==> config.mk <==
export PLATFORM = sky130hd
export DESIGN_NAME = adju_dac_tx
export DESIGN_NICKNAME = d
export VERILOG_FILES = /design/src/rtl/adju_pkg.sv /design/src/rtl/adju_dac_conv.sv /design/src/rtl/sumador.sv /design/src/rtl/adju_dac_tx.sv
export SDC_FILE = /design/constraint.sdc
export NUM_CORES = 1
export LEC_CHECK = 0
export ABC_AREA = 1
export BUFFER_PORTS_ARGS = -buffer_cell sky130_fd_sc_hd__buf_2
export CORE_ASPECT_RATIO = 1.4
export CORE_MARGIN = 2
export CORE_UTILIZATION = 58
export DETAILED_ROUTE_END_ITERATION = 10
export GPL_TIMING_DRIVEN = 0
export PLACE_DENSITY = 0.92
export SYNTH_ARGS = -nofsm -noshare
export SYNTH_HDL_FRONTEND = slang
export SYNTH_SLANG_ARGS = --single-unit
==> constraint.sdc <==
create_clock -name clk -period 2.5 [get_ports clk]
set_input_delay 0.75 -clock clk [delete_from_list [all_inputs] [get_ports clk]]
set_output_delay 0.75 -clock clk [all_outputs]
set_load 0.005 [all_outputs]
==> src/rtl/adju_pkg.sv <==
// Shared constants, state encoding and frame packing for the ADC/DAC adjust
// blocks.
package adju_pkg;

  localparam int ADC_OFFSET = 8192;
  localparam int DAC_BITS   = 12;
  localparam int DAC_MAX    = 4095;
  localparam int FRAME_BITS = 16;
  localparam logic [1:0] PD_NORMAL = 2'b00;

  typedef enum logic [1:0] {
    ST_IDLE  = 2'd0,
    ST_SHIFT = 2'd1,
    ST_GAP   = 2'd2
  } dac_state_t;

  // DAC121S101 frame: two don't-care bits, power-down mode, 12-bit code.
  function automatic logic [FRAME_BITS-1:0] make_frame(input logic [DAC_BITS-1:0] code);
    return {2'b00, PD_NORMAL, code};
  endfunction

endpackage

==> src/rtl/adju_dac_conv.sv <==
// Filter sample -> 12-bit offset-binary DAC code (undo x4, remove offset, clamp).
// DAC_ROUND_EN selects round-half-up instead of truncation.
module adju_dac_conv
  import adju_pkg::*;
#(
  parameter int N = 23
) (
  input  logic signed [N-1:0]   i_x,
  output logic [DAC_BITS-1:0]   o_code,
  output logic                  o_sat
);

  logic signed [N:0] w_x_ext;
  logic signed [N:0] w_offset;
  logic signed [N:0] w_sum;
  logic signed [N:0] w_shift;

  assign w_x_ext = {i_x[N-1], i_x};

`ifdef DAC_ROUND_EN
  assign w_offset = (N+1)'(ADC_OFFSET + 2);
`else
  assign w_offset = (N+1)'(ADC_OFFSET);
`endif

  Sumador #(.W(N+1)) u_sum (
    .i_a (w_x_ext),
    .i_b (w_offset),
    .o_s (w_sum)
  );

  assign w_shift = w_sum >>> 2;

  always_comb begin
    o_code = w_shift[DAC_BITS-1:0];
    o_sat  = 1'b0;
    if (w_sum[N]) begin
      o_code = '0;
      o_sat  = 1'b1;
    end else if (w_shift > (N+1)'(DAC_MAX)) begin
      o_code = DAC_BITS'(DAC_MAX);
      o_sat  = 1'b1;
    end
  end

endmodule

==> src/rtl/sumador.sv <==
// Generic two's-complement adder shared by the adjust stages.
module Sumador #(
  parameter int W = 24
) (
  input  logic signed [W-1:0] i_a,
  input  logic signed [W-1:0] i_b,
  output logic signed [W-1:0] o_s
);

  assign o_s = i_a + i_b;

endmodule

==> src/rtl/adju_dac_tx.sv <==
// Converts one filter sample per accept and shifts it to a DAC121S101-class DAC
// over SPI (SYNC/SCLK/DIN). Optional macro: DAC_ROUND_EN (round instead of truncate).
module adju_dac_tx
  import adju_pkg::*;
#(
  parameter int N       = 23,
  parameter int CLK_DIV = 4
) (
  input  logic                clk,
  input  logic                reset_n,
  input  logic signed [N-1:0] salidafiltro,
  input  logic                dato_valido,
  output logic                listo,
  output logic                saturado,
  output logic                dac_sync,
  output logic                dac_sclk,
  output logic                dac_din
);

  localparam int CW = $clog2(2*CLK_DIV + 1);
  localparam logic [CW-1:0] DIV_LAST  = CW'(CLK_DIV - 1);
  localparam logic [CW-1:0] GAP_LAST  = CW'(2*CLK_DIV - 1);
  localparam logic [4:0]    HALF_LAST = 5'(2*FRAME_BITS - 1);

  dac_state_t            r_state, w_state_nxt;
  logic [CW-1:0]         r_cnt, w_cnt_nxt;
  logic [4:0]            r_half, w_half_nxt;
  logic [FRAME_BITS-1:0] r_shift, w_shift_nxt;
  logic                  r_sync, w_sync_nxt;
  logic                  r_sclk, w_sclk_nxt;
  logic                  r_listo, r_sat, w_sat_nxt;
  logic [DAC_BITS-1:0]   w_code;
  logic                  w_conv_sat;
  logic                  w_accept;

  adju_dac_conv #(.N(N)) u_conv (
    .i_x    (salidafiltro),
    .o_code (w_code),
    .o_sat  (w_conv_sat)
  );

  assign w_accept = dato_valido && r_listo;

  always_comb begin
    w_state_nxt = r_state;
    w_cnt_nxt   = r_cnt;
    w_half_nxt  = r_half;
    w_shift_nxt = r_shift;
    w_sync_nxt  = r_sync;
    w_sclk_nxt  = r_sclk;
    w_sat_nxt   = 1'b0;
    unique case (r_state)
      ST_IDLE: begin
        if (w_accept) begin
          w_state_nxt = ST_SHIFT;
          w_cnt_nxt   = '0;
          w_half_nxt  = '0;
          w_shift_nxt = make_frame(w_code);
          w_sync_nxt  = 1'b0;
          w_sclk_nxt  = 1'b1;
          w_sat_nxt   = w_conv_sat;
        end
      end
      ST_SHIFT: begin
        if (r_cnt == DIV_LAST) begin
          w_cnt_nxt  = '0;
          w_half_nxt = r_half + 5'd1;
          w_sclk_nxt = ~r_sclk;
          // Odd half-period ends on an SCLK rise: advance to the next bit or finish.
          if (r_half[0]) begin
            if (r_half == HALF_LAST) begin
              w_state_nxt = ST_GAP;
              w_sync_nxt  = 1'b1;
              w_sclk_nxt  = 1'b1;
              w_shift_nxt = '0;
            end else begin
              w_shift_nxt = r_shift << 1;
            end
          end
        end else begin
          w_cnt_nxt = r_cnt + 1'b1;
        end
      end
      ST_GAP: begin
        if (r_cnt == GAP_LAST) begin
          w_state_nxt = ST_IDLE;
          w_cnt_nxt   = '0;
        end else begin
          w_cnt_nxt = r_cnt + 1'b1;
        end
      end
      default: begin
        w_state_nxt = ST_IDLE;
        w_cnt_nxt   = '0;
        w_sync_nxt  = 1'b1;
        w_sclk_nxt  = 1'b1;
        w_shift_nxt = '0;
      end
    endcase
  end

  always_ff @(posedge clk or negedge reset_n) begin
    if (!reset_n) begin
      r_state <= ST_IDLE;
      r_cnt   <= '0;
      r_half  <= '0;
      r_shift <= '0;
      r_sync  <= 1'b1;
      r_sclk  <= 1'b1;
      r_listo <= 1'b1;
      r_sat   <= 1'b0;
    end else begin
      r_state <= w_state_nxt;
      r_cnt   <= w_cnt_nxt;
      r_half  <= w_half_nxt;
      r_shift <= w_shift_nxt;
      r_sync  <= w_sync_nxt;
      r_sclk  <= w_sclk_nxt;
      r_listo <= (w_state_nxt == ST_IDLE);
      r_sat   <= w_sat_nxt;
    end
  end

  assign listo    = r_listo;
  assign saturado = r_sat;
  assign dac_sync = r_sync;
  assign dac_sclk = r_sclk;
  assign dac_din  = r_shift[FRAME_BITS-1];

endmodule

==> impl_metrics.toml <==
[critical_path]
worstSetupEndpointType = "flip-flop"
cp_cell_sequence = "inv_1 > ha_1 > nand2_1 > o21a_2 > nand2_1 > nor2_4 > inv_2 > buf_6 > nand2_1 > nand2_1"
cp_data_arrival_time_ps = 2260
critPathMostFrequentCell = "nand2_1"
crit_buf_inv = 3
cp.required_ps = 2670
crit_family = "simple AND/OR/NAND/NOR gates"
slowest_stage = "dfrtp_1"
r2r_cells = 10
crit_type = "reg -> reg"
start_kind = "flip-flop"
cp_slowest_stage_delay_ps = 390
worst-path-stages = 10
cp_max_fo = 10

[routing]
wl_per_cell_um = 10.9
vias_per_cell = 5.12
num_vias = 1868
drc_errors = 0
wl_mm = 3.97
drt_iter0_markers = 27
first_pass_iters = 4
ant_nets = 0

[power_and_ir_drop]
cellPowerDensity_nw_per_um2 = 938
combPwrFrac = 0.411
peakVddDrop_mv = 0.787
p_leak_nw = 1.31
total_power_mw = 2.18
p_sw_frac = 0.387
switchingPower_mw = 0.845
clkPwrFrac = 0.228
p_int_mw = 1.34
pwr-share-seq = 0.362

[synthesis]
synth_cells = 289
synth-seq-cells = 31
synth_area_sq_um = 2020
syn-num-nets = 323
avgSynthCellArea_sq_um = 6.99
synthTopCellsByCount = "nand2_1 (115), inv_1 (42), dfrtp_1 (28)"
ys_async_sr_fraction = 1.00
synth.most_common_cell = "nand2_1"
ys_types = 28
synth_edf_count = 0
synth_ff_type = "dfrtp_1"
yosys-top-cells-area = "dfrtp_1 (35%), nand2_1 (21%), inv_1 (7.8%)"
synth_area_leader_cell = "dfrtp_1"
synth_top_area_share = 0.347
ys_seq_area_frac = 0.386
yosysWarnings = 0

[finish]
diodes = 0
nets = 358
layout-drive-gt1-share = 0.191
area_delta_synth_final_pct = 15.2

[timing]
setup-violations-final = 0
fin_skew_ps = 9.71
worst_pin_slew_ps = 675
fmax_mhz = 479
hold_viol_final = 0
fin_crit_sh = 0.835
finalSetupTns_ps = 0
min_period_ps = 2090
relSlewSlack = 0.550
rsz0062_at_grt = "no"
maxSlewViolCount = 0

[floorplanning]
die_w_um = 53.9
ios = 31
die_area_sq_um = 3980
initial_core_util = 0.603
die_h_um = 73.8
coreArea_sq_um = 3350
rows = 25

[place]
port_buffers = 28
place_congestion = 0.826
place_hpwl_mm = 3.01

[clock_network]
numCtsBuffers = 5
ctsHtreeMaxLevel = 2
root_buffer = "clkbuf_8"
cts_hold_buf = 0
clk_latency_ps = 280
path_clk_slew_ps = 60
cts_sinks = 31
clk_path_buf_depth = 2
post_cts_resized = 0
cts_tree = "done"
post_cts_buffers = 0

[global_route]
antenna_found_initial = 0
track_usage = 0.235
grt_pass1_wl_mm = 6.84
grt_overflow_total = 0
grt_pass1_vias = 1744
grt_max_degree = 32

[worst_hold_path]
hold_depth = 2
min_path_type = "reg -> reg"

[flow_run]
cap_violations = 0

[status]
status = "complete, no violations"
==> sequential cells by signal, summed over array words and instances, names as in the netlist <==
name	cells
r_state	2
dac_sync	1
dac_sclk	1
saturado	1
r_shift	16
listo	1
r_cnt	4
r_half	5
==> per-layer routing <==
| layer | vias to the layer above | share of wire | global-route usage |
|---|---|---|---|
| li1 | 981 | - | - |
| met1 | 842 | 0.41 | 0.244 |
| met2 | 36 | 0.52 | 0.431 |
| met3 | 9 | 0.041 | 0.0528 |
| met4 | 0 | 0.021 | 0.103 |
| met5 | - | 0 | 0 |
==> placed cells by master (no fill, tap or decap), drive strengths merged, types with 2 or more instances in the layout <==
cell type and n:
o31ai 2, a31oi 2, nor2 16, dfstp 3
nand3 18, o21ai 11, dfrtp 28, xor2 2
buf 35, a21oi 5, inv 44, nand4 15
ha 8, nand2 119, or2 3, clkbuf 6
==> cell families after synthesis <==
group | share of synthesized area
AO/OA/AOI/OAI | 0.0694
flip-flops | 0.386
XOR/XNOR | 0.00868
buffers and inverters | 0.109
adder cells (fa/ha/maj) | 0.0496
AND/OR/NAND/NOR | 0.377
==> power by group through the flow <==
stage                     combinational (mW)  sequential (mW)  clock, mW
after global routing                    1.06            0.810      0.524
final                                  0.896            0.789      0.497
after floorplan                        0.669            0.780          0
after CTS                              0.902            0.790      0.507
after detailed placement               0.898            0.798          0
after global placement                 0.870            0.786          0
==> layout make-up <==
| cell class | instances | area (sq um) |
|---|---|---|
| flip-flops and latches | 31 | 779 |
| fillers | 287 | 1020 |
| plain buffers | 7 | 55.1 |
| inverters | 44 | 165 |
| clock buffers | 6 | 82.6 |
| repair buffers | 28 | 140 |
| multi-input cells | 207 | 1020 |
| clock inverters | 2 | 35.0 |
| well taps | 40 | 50.0 |
==> per-stage QoR <==
stage	setup slack (ps)	std cells	util	hold WS (ps)	cell area, sq um
2_1_floorplan	575	289	-	448	2020
3_3_place_gp	263	357	0.660	460	2210
3_5_place_dp	221	357	0.660	461	2210
4_1_cts	415	365	0.695	478	2330
5_1_grt	194	365	0.695	498	2330
6_report	413	365	0.695	472	2330
==> worst register-to-register path, delay by kind of cell, from the launching register on <==
kind                       cells  cell delay (ps)
and+or+nand+nor                5              700
DFF                            1              390
buffers and inverters          3              370
adders and majority gates      1              280
AOI/OAI and AO/OA              1              250
==> worst paths after layout <==
path                                to  slack, ps   startpoint
min reg2reg                r_shift[15]        470  r_shift[15]
max in group asynchronous     r_cnt[0]       1550      reset_n
min                        r_shift[15]        470  r_shift[15]
max                        r_shift[11]        410   r_state[0]
max reg2reg                r_shift[11]        410   r_state[0]
min in group asynchronous   r_shift[7]        500      reset_n
(Power assumes the default switching activity.)
